--- src/rtl/rle_pkg.sv ---
// -----------------------------------------------------------------------------
// rle_pkg
//   Shared types and default widths for the run-length encoder controller.
//   - DATA_W_DEF / LEN_W_DEF : default sample width and run-length field width
//   - rle_state_e            : controller FSM states
//   - rc_op_e                : operation the controller requests from the
//                              run_counter datapath each cycle
// -----------------------------------------------------------------------------
package rle_pkg;

    localparam int DATA_W_DEF = 8;
    localparam int LEN_W_DEF  = 8;

    // IDLE      : no open run
    // RUN       : open run held in cur_val/cur_len
    // EMIT      : record presented, a new beat is pending behind it
    // EMIT_LAST : final record of the stream presented
    typedef enum logic [1:0] {
        IDLE      = 2'd0,
        RUN       = 2'd1,
        EMIT      = 2'd2,
        EMIT_LAST = 2'd3
    } rle_state_e;

    typedef enum logic [2:0] {
        RC_HOLD    = 3'd0,  // keep everything
        RC_LOAD    = 3'd1,  // open a new run from the input beat
        RC_INC     = 3'd2,  // extend the open run by one
        RC_PEND    = 3'd3,  // park the input beat as pending
        RC_PROMOTE = 3'd4   // pending beat becomes the open run
    } rc_op_e;

endpackage

--- src/rtl/rle_ctrl_if.sv ---
// -----------------------------------------------------------------------------
// rle_ctrl_if
//   Sample-in / record-out handshake bundle of rle_ctrl.
//   Input side : in_valid, in_val, in_last  (producer -> block), in_ready back
//   Output side: out_valid, out_val, out_len, out_last (block -> consumer),
//                out_ready back
//   modport master : the environment (producer + consumer)
//   modport slave  : the rle_ctrl block
// -----------------------------------------------------------------------------
interface rle_ctrl_if #(
    parameter int DATA_W = rle_pkg::DATA_W_DEF,
    parameter int LEN_W  = rle_pkg::LEN_W_DEF
) ();

    logic              in_valid;
    logic [DATA_W-1:0] in_val;
    logic              in_last;
    logic              in_ready;

    logic              out_valid;
    logic [DATA_W-1:0] out_val;
    logic [LEN_W-1:0]  out_len;
    logic              out_last;
    logic              out_ready;

    modport master (
        output in_valid, in_val, in_last, out_ready,
        input  in_ready, out_valid, out_val, out_len, out_last
    );

    modport slave (
        input  in_valid, in_val, in_last, out_ready,
        output in_ready, out_valid, out_val, out_len, out_last
    );

endinterface

--- src/rtl/rle_ctrl_run_counter.sv ---
// -----------------------------------------------------------------------------
// run_counter
//   Run-length datapath: holds the open run (cur_val/cur_len) and one pending
//   beat (value + last flag; its length is implicitly 1).
//   Ports:
//     clk, rst    : clock, synchronous active-high reset
//     op          : operation requested by the controller this cycle
//     in_val      : incoming sample value
//     in_last     : incoming beat is the last of the stream
//     can_extend  : in_val equals the open run value and the run is not full
//     cur_val     : value of the open run
//     cur_len     : length of the open run (saturates at RUN_MAX)
//     pend_last   : last flag of the pending beat
// -----------------------------------------------------------------------------
module run_counter
    import rle_pkg::*;
#(
    parameter int DATA_W = DATA_W_DEF,
    parameter int LEN_W  = LEN_W_DEF
) (
    input  logic              clk,
    input  logic              rst,
    input  rc_op_e            op,
    input  logic [DATA_W-1:0] in_val,
    input  logic              in_last,
    output logic              can_extend,
    output logic [DATA_W-1:0] cur_val,
    output logic [LEN_W-1:0]  cur_len,
    output logic              pend_last
);

    localparam logic [LEN_W-1:0] RUN_MAX = {LEN_W{1'b1}};
    localparam logic [LEN_W-1:0] LEN_ONE = LEN_W'(1);

    logic [DATA_W-1:0] cur_val_q,  cur_val_d;
    logic [LEN_W-1:0]  cur_len_q,  cur_len_d;
    logic [DATA_W-1:0] pend_val_q, pend_val_d;
    logic              pend_last_q, pend_last_d;

    // A full run must close even if the value repeats, so the run splits
    // instead of wrapping.
    assign can_extend = (in_val == cur_val_q) && (cur_len_q != RUN_MAX);

    always_comb begin
        // NOTE: every variable gets its hold value before the case, so no
        // branch can leave it unassigned and infer a latch.
        cur_val_d   = cur_val_q;
        cur_len_d   = cur_len_q;
        pend_val_d  = pend_val_q;
        pend_last_d = pend_last_q;
        unique case (op)
            RC_LOAD: begin
                cur_val_d = in_val;
                cur_len_d = LEN_ONE;
            end
            RC_INC: begin
                cur_len_d = (cur_len_q == RUN_MAX) ? cur_len_q : cur_len_q + LEN_ONE;
            end
            RC_PEND: begin
                pend_val_d  = in_val;
                pend_last_d = in_last;
            end
            RC_PROMOTE: begin
                cur_val_d   = pend_val_q;
                cur_len_d   = LEN_ONE;
                pend_val_d  = '0;
                pend_last_d = 1'b0;
            end
            default: ;
        endcase
    end

    // NOTE: state registers use non-blocking assignments so every flop
    // samples the pre-edge values regardless of statement order.
    always_ff @(posedge clk) begin
        if (rst) begin
            cur_val_q   <= '0;
            cur_len_q   <= '0;
            pend_val_q  <= '0;
            pend_last_q <= 1'b0;
        end else begin
            cur_val_q   <= cur_val_d;
            cur_len_q   <= cur_len_d;
            pend_val_q  <= pend_val_d;
            pend_last_q <= pend_last_d;
        end
    end

    assign cur_val   = cur_val_q;
    assign cur_len   = cur_len_q;
    assign pend_last = pend_last_q;

endmodule

--- src/rtl/rle_ctrl.sv ---
// -----------------------------------------------------------------------------
// rle_ctrl
//   Run-length encoder controller. Accepts a stream of samples and produces
//   (value, length, last) records, one per maximal run of equal samples; runs
//   longer than 2^LEN_W-1 are split.
//   Ports:
//     clk  : clock, all state updates on the rising edge
//     rst  : synchronous active-high reset; drops any open run or pending beat
//     bus  : rle_ctrl_if slave modport (in_* handshake in, out_* records out)
//   Records are presented only in EMIT / EMIT_LAST and are driven straight from
//   held registers, so they stay stable until out_ready takes them.
// -----------------------------------------------------------------------------
module rle_ctrl
    import rle_pkg::*;
#(
    parameter int DATA_W = DATA_W_DEF,
    parameter int LEN_W  = LEN_W_DEF
) (
    input  logic        clk,
    input  logic        rst,
    rle_ctrl_if.slave   bus
);

    rle_state_e        state_q, state_d;
    rc_op_e            rc_op;

    logic              can_extend;
    logic [DATA_W-1:0] cur_val;
    logic [LEN_W-1:0]  cur_len;
    logic              pend_last;

    logic              in_ready;
    logic              out_valid;
    logic              in_fire;
    logic              out_fire;

    run_counter #(
        .DATA_W (DATA_W),
        .LEN_W  (LEN_W)
    ) u_run_counter (
        .clk        (clk),
        .rst        (rst),
        .op         (rc_op),
        .in_val     (bus.in_val),
        .in_last    (bus.in_last),
        .can_extend (can_extend),
        .cur_val    (cur_val),
        .cur_len    (cur_len),
        .pend_last  (pend_last)
    );

    assign in_fire  = bus.in_valid && in_ready;
    assign out_fire = out_valid && bus.out_ready;

    // State register
    always_ff @(posedge clk) begin
        if (rst) begin
            state_q <= IDLE;
        end else begin
            state_q <= state_d;
        end
    end

    // Next state plus the datapath operation that goes with each transition
    always_comb begin
        state_d = state_q;
        rc_op   = RC_HOLD;
        unique case (state_q)
            IDLE: begin
                if (in_fire) begin
                    rc_op   = RC_LOAD;
                    state_d = bus.in_last ? EMIT_LAST : RUN;
                end
            end
            RUN: begin
                if (in_fire) begin
                    if (can_extend) begin
                        rc_op   = RC_INC;
                        state_d = bus.in_last ? EMIT_LAST : RUN;
                    end else begin
                        // Close the open run; the new beat waits behind it.
                        rc_op   = RC_PEND;
                        state_d = EMIT;
                    end
                end
            end
            EMIT: begin
                if (out_fire) begin
                    rc_op   = RC_PROMOTE;
                    state_d = pend_last ? EMIT_LAST : RUN;
                end
            end
            EMIT_LAST: begin
                if (out_fire) begin
                    state_d = IDLE;
                end
            end
            default: state_d = IDLE;
        endcase
    end

    // Outputs decoded from the state only
    always_comb begin
        in_ready     = (state_q == IDLE) || (state_q == RUN);
        out_valid    = (state_q == EMIT) || (state_q == EMIT_LAST);
        bus.out_val  = out_valid ? cur_val : '0;
        bus.out_len  = out_valid ? cur_len : '0;
        bus.out_last = (state_q == EMIT_LAST);
    end

    assign bus.in_ready  = in_ready;
    assign bus.out_valid = out_valid;

endmodule

--- src/flat_wrapper.sv ---
// flat-port wrapper written by rule: the top's interface ports become plain ports
module rle_ctrl_flat import rle_pkg::*;
#(
    parameter int DATA_W = DATA_W_DEF,
    parameter int LEN_W  = LEN_W_DEF
)
  (clk, rst, bus_in_valid, bus_in_val, bus_in_last, bus_out_ready, bus_in_ready, bus_out_valid, bus_out_val, bus_out_len, bus_out_last);
  rle_ctrl_if #(.DATA_W(DATA_W), .LEN_W(LEN_W)) bus_i ();
  input  logic clk;
  input  logic rst;
  input wire logic [$bits(bus_i.in_valid)-1:0] bus_in_valid;
  input wire logic [$bits(bus_i.in_val)-1:0] bus_in_val;
  input wire logic [$bits(bus_i.in_last)-1:0] bus_in_last;
  input wire logic [$bits(bus_i.out_ready)-1:0] bus_out_ready;
  output wire logic [$bits(bus_i.in_ready)-1:0] bus_in_ready;
  output wire logic [$bits(bus_i.out_valid)-1:0] bus_out_valid;
  output wire logic [$bits(bus_i.out_val)-1:0] bus_out_val;
  output wire logic [$bits(bus_i.out_len)-1:0] bus_out_len;
  output wire logic [$bits(bus_i.out_last)-1:0] bus_out_last;
  assign bus_i.in_valid = bus_in_valid;
  assign bus_i.in_val = bus_in_val;
  assign bus_i.in_last = bus_in_last;
  assign bus_i.out_ready = bus_out_ready;
  assign bus_in_ready = bus_i.in_ready;
  assign bus_out_valid = bus_i.out_valid;
  assign bus_out_val = bus_i.out_val;
  assign bus_out_len = bus_i.out_len;
  assign bus_out_last = bus_i.out_last;
  rle_ctrl #(.DATA_W(DATA_W), .LEN_W(LEN_W)) u_core (.clk(clk), .rst(rst), .bus(bus_i));
endmodule
--- config.mk ---
export PLATFORM = sky130hd
export DESIGN_NAME = rle_ctrl_flat
export DESIGN_NICKNAME = d
export VERILOG_FILES = /design/src/rtl/rle_pkg.sv /design/src/rtl/rle_ctrl_if.sv /design/src/rtl/rle_ctrl_run_counter.sv /design/src/rtl/rle_ctrl.sv /design/src/flat_wrapper.sv
export SDC_FILE = /design/constraint.sdc
export NUM_CORES = 1
export LEC_CHECK = 0
export CAP_MARGIN = 10
export CORE_MARGIN = 1.5
export CORE_UTILIZATION = 30
export CTS_CLUSTER_SIZE = 20
export DETAILED_ROUTE_END_ITERATION = 10
export PLACE_DENSITY_LB_ADDON = 0.1
export SKIP_LAST_GASP = 1
export SYNTH_ARGS = -nofsm -noshare
export SYNTH_HDL_FRONTEND = slang
export SYNTH_SLANG_ARGS = --single-unit
--- constraint.sdc ---
create_clock -name clk -period 2.8 [get_ports clk]
set_clock_uncertainty 0.1 [all_clocks]
set_input_delay 0.56 -clock clk [delete_from_list [all_inputs] [get_ports clk]]
set_output_delay 0.56 -clock clk [all_outputs]
set_load 0.01 [all_outputs]
# Word level (Yosys, flattened, before mapping)
# Cells that the tools add are included.
# classes
n_mux,20
eq_ne,15
addsub,1
n_reduce_logical,12
# ops
operator,count
case mux 8 bit (2 select lines),3
two-way mux 8 bit,3
two-way mux 2 bit,7
case mux 3 bit (3 select lines),1
"adder 8 x 1 -> 8 bit, second input constant",1
== test 8 bit,1
"== test 8 bit, second input constant",1
"inequality test 2 x 1 -> 1 bit, second input constant",4
"inequality test 8 bit, second input constant",1
case mux 2 bit (4 select lines),1
"== test 3 x 2 -> 1 bit, second input constant",2
two-way mux 3 bit,2
nonzero test 2 bit,3
"== test 2 bit, second input constant",2
AND reduction 4 bit,1
"== test 3 x 1 -> 1 bit, second input constant",1
"== test 3 bit, second input constant",1
logical AND 1 bit,3
"== test 2 x 1 -> 1 bit, second input constant",1
logical NOT 2 bit,1
logical OR 1 bit,2
two-way mux 1 bit,2
"inequality test 2 bit, second input constant",1
case mux 1 bit (2 select lines),1
2 further kinds,2
# word_totals
output_inout_bits,19
ff_bits,27
inputBits,13

# Logic depth before layout (Yosys ltp)
# depth
depth_word,9
ltp_mapped,7
depth_no_buf,6

# Cells and area by module
# A second synthesis with hierarchy kept.
# unflattened
cells_unflattened,184
area_unflattened_um2,1517.7
# by_module_without_submodules
module,n_inst,area_each_um2,cells_per_inst
run_counter,1,1249.9,146
rle_ctrl,1,267.8,38

# Least setup slack after synthesis
# No wires, ideal clock.
# synth_timing
path_kind,input-to-reg
startpoint,in bus_in_val[6]
endpoint,reg u_core.u_run_counter.pend_val_q[0]
stages,6
setup_ns,0.117
slack_ns,0.758
arrival_ns,1.825
path_cell_list,xor2_1 nor4_4 nand3_2 and4bb_1 buf_2 a22o_1
# synth_between
elab_chain_len,7
# synth_lines
item,line,text
start: declaration,flat_wrapper.sv:12,input wire logic [$bits(bus_i.in_val)-1:0] bus_in_val;
== test 8 bit (*),rle_ctrl_run_counter.sv:42,assign can_extend = (in_val == cur_val_q) && (cur_len_q != RUN_MAX);
logical AND 1 bit (*),rle_ctrl_run_counter.sv:42,
two-way mux 1 bit (*),rle_ctrl.sv:77,if (can_extend) begin
two-way mux 3 bit (*),rle_ctrl.sv:76,if (in_fire) begin
case mux 3 bit (3 select lines) (*),rle_ctrl.sv:68,unique case (state_q)
== test 3 bit / == test 3 x 2 -> 1 bit (equally long branches),rle_ctrl_run_counter.sv:51,unique case (op)
case mux 8 bit (2 select lines) / nonzero test 2 bit (equally long branches),n/a,
end signal: assignment,rle_ctrl_run_counter.sv:84,pend_val_q <= pend_val_d;
end: declaration,rle_ctrl_run_counter.sv:37,"logic [DATA_W-1:0] pend_val_q, pend_val_d;"
# Mark *: on every way between the ends. The rest lies on a longest branch, timed or not.
# A chain may end at the register's enable or synchronous reset.

# Worst setup path in the final report
# Ends and elaborated chain as after synthesis.

==> reports/metrics.yaml <==
status: "finished, final reports clean"
critical_path_class: "in2reg"
root_buffer: "clkbuf_8"
cap_violations: 0
cts_tree: "done"
hold_violations: 0
cts_resized: 0
drive_above_1_share: 0.1022
total_power_uw: 861.2
clk-insertion-delay-late_ns: 0.27
fmax_ghz: 0.4231
synthAdderAreaFrac: 0.008834
highest_layer: "met4"
avgRoutedWirePerCell_um: 13.58
ys_seq_elements: 27
wl_um: 3231
wl_met1_um: 1618
hold_path.class: "reg2reg"
gp_congestion: 0.7678
finalSetupViolCount: 0
dp_hpwl_um: 2418
antenna_found_initial: 0
drv_slew: 0
drtAntennaViolNets: 0
drcViolationCount: 0
end_kind: "register"
synth_edf_count: 0
final_cells: 238
layout_common_cells: "clkdlybuf4s50_1, dfxtp_1, and2_1, nor2_1"
placed_area_mm2: 0.001799
worstPathArrival_ns: 2.43
crit_fanout: 8
peakVddDrop_uv: 207.8
clk_pin_slew_ns: 0.09
core_mm2: 0.004444
worstMarginPinSlew_ns: 0.3977
ios: 32
fin_setup_tns_ns: 0
final_common_cell: "clkdlybuf4s50_1"
via_per_inst: 4.971
first_pass_iters: 6
synth_top_area_frac: 0.3816
synth-simple-area-share: 0.2641
design.die.area_mm2: 0.005142
numCtsBuffers: 3
min_period_over_period: 0.8440
diodes: 0
ys_top_cells_by_area: "dfxtp_1, and2_1, mux2i_1"
port_buffers: 31
synth_top_family_by_area: "simple AND/OR/NAND/NOR gates"
fin_area_mm2: 0.001848
start_util: 0.3187
die_h_um: 71.71
grt_pass1_vias: 1107
wl_met2_um: 1492
grt_max_degree: 17
grt_pass1_wl_um: 5216
fin_nets: 201
synth_cell_types: 38
synthMuxAreaShare: 0.06360
hold_buffers: 0
synth_xor_area_frac: 0.06184
clock_sinks: 27
dr_wl_met3_um: 100
cts.htree.levels: 1
start_kind: "input pin"
placed_cells: 234
overflow: 0
vias: 1183
ys_seq_area_frac: 0.3816
yosys.area.top_type: "dfxtp_1"
p_leak_nw: 0.7204
async_flop_share: 0
first_iter_violations: 66
die_w_um: 71.71
cts.path.max_buffers: 2
postCtsSetupBuffers: 0
syn_inst: 154
synth-compound-area-share: 0.1855
grt_setup_unrepaired: "no"
fin_crit_ns: 2.363
track_usage: 0.1278
synthFlopType: "dfxtp_1"
crit_required_ns: 2.87
synth.net_count: 168
fp-row-count: 24
avgSynthCellArea_um2: 9.197
syn_to_final_growth_pct: 30.48
pwr_density_cell_mw_per_mm2: 466.0
synth.yosys.warnings: 0
synth_area_mm2: 0.001416
fin_util: 0.4158
maxSlewHeadroom: 0.7348
[critical path: stages]
cell and delay, ns:
clkdlybuf4s50_1 0.45, xor2_1 0.18, nor4_4 0.41, nand3_2 0.21, and4bb_1 0.35, a22o_1 0.27
[cell usage after synthesis (all sizes together) (2+ instances only)]
library cell / instances
xor2: 9
o211ai: 2
or4: 4
and2: 16
nand4: 2
mux2i: 9
buf: 3
clkbuf: 6
or3: 2
nor4: 2
a22o: 8
dfxtp: 27
o31ai: 3
a211oi: 9
inv: 3
nor2: 11
and3: 2
nand2b: 3
a21oi: 8
nand2: 7
o22ai: 2
nand3: 5
[metal layers]
layer,GRT usage,vias up
met3,0.01828,2
li1,-,625
met5,0,-
met2,0.2130,22
met4,0.03774,0
met1,0.1717,534
[layout make-up]
type,instances,area (µm²)
multi-input combinational,115,827.0
clock inverter,1,7.507
tap,52,65.06
clock buffer,3,41.29
inverter,3,11.26
fill,448,2596
timing repair buffer,37,355.3
sequential,27,540.5
[per-stage QoR]
step	setup slack, ns	hold WS (ns)
final	0.4367	0.3861
after global placement	0.1683	0.3586
after global routing	0.3013	0.3954
after floorplan	0.7579	0.3415
after detailed placement	0.1334	0.3591
after CTS	0.4042	0.3870
[path summary, 6_finish.rpt]
kind	slack [ns]	to	cells after the start	from
worst max-delay path	0.44	u_core.u_run_counter.pend_val_q[0]$_SDFFE_PP0P_	6	bus_in_val[6]
worst min register to register	0.39	u_core.u_run_counter.pend_val_q[0]$_SDFFE_PP0P_	1	u_core.u_run_counter.pend_val_q[0]$_SDFFE_PP0P_
worst max register to register	0.72	u_core.u_run_counter.pend_val_q[0]$_SDFFE_PP0P_	6	u_core.u_run_counter.cur_len[0]$_SDFFE_PP0P_
worst min-delay path	0.39	u_core.u_run_counter.pend_val_q[0]$_SDFFE_PP0P_	1	u_core.u_run_counter.pend_val_q[0]$_SDFFE_PP0P_
[kinds of logic after synthesis]
group	count (synthesis)
fa+ha+maj	1
buf+inv	12
simple gates	59
flops	27
mux	9
compound gates	36
xor+xnor	10
[sequential cells by signal (all words and copies together), names as in the netlist]
| signal | count |
|---|---|
| u_core.u_run_counter.cur_len | 8 |
| u_core.u_run_counter.cur_val | 8 |
| u_core.u_run_counter.pend_val_q | 8 |
| u_core.state_q | 2 |
| u_core.u_run_counter.pend_last | 1 |
[where the power goes]
part | switching, mW | total [mW] | internal [mW]
clock | 0.122 | 0.223 | 0.101
combinational | 0.0997 | 0.196 | 0.0964
sequential | 0.0288 | 0.442 | 0.413
Power figures use the tool's default switching activity.
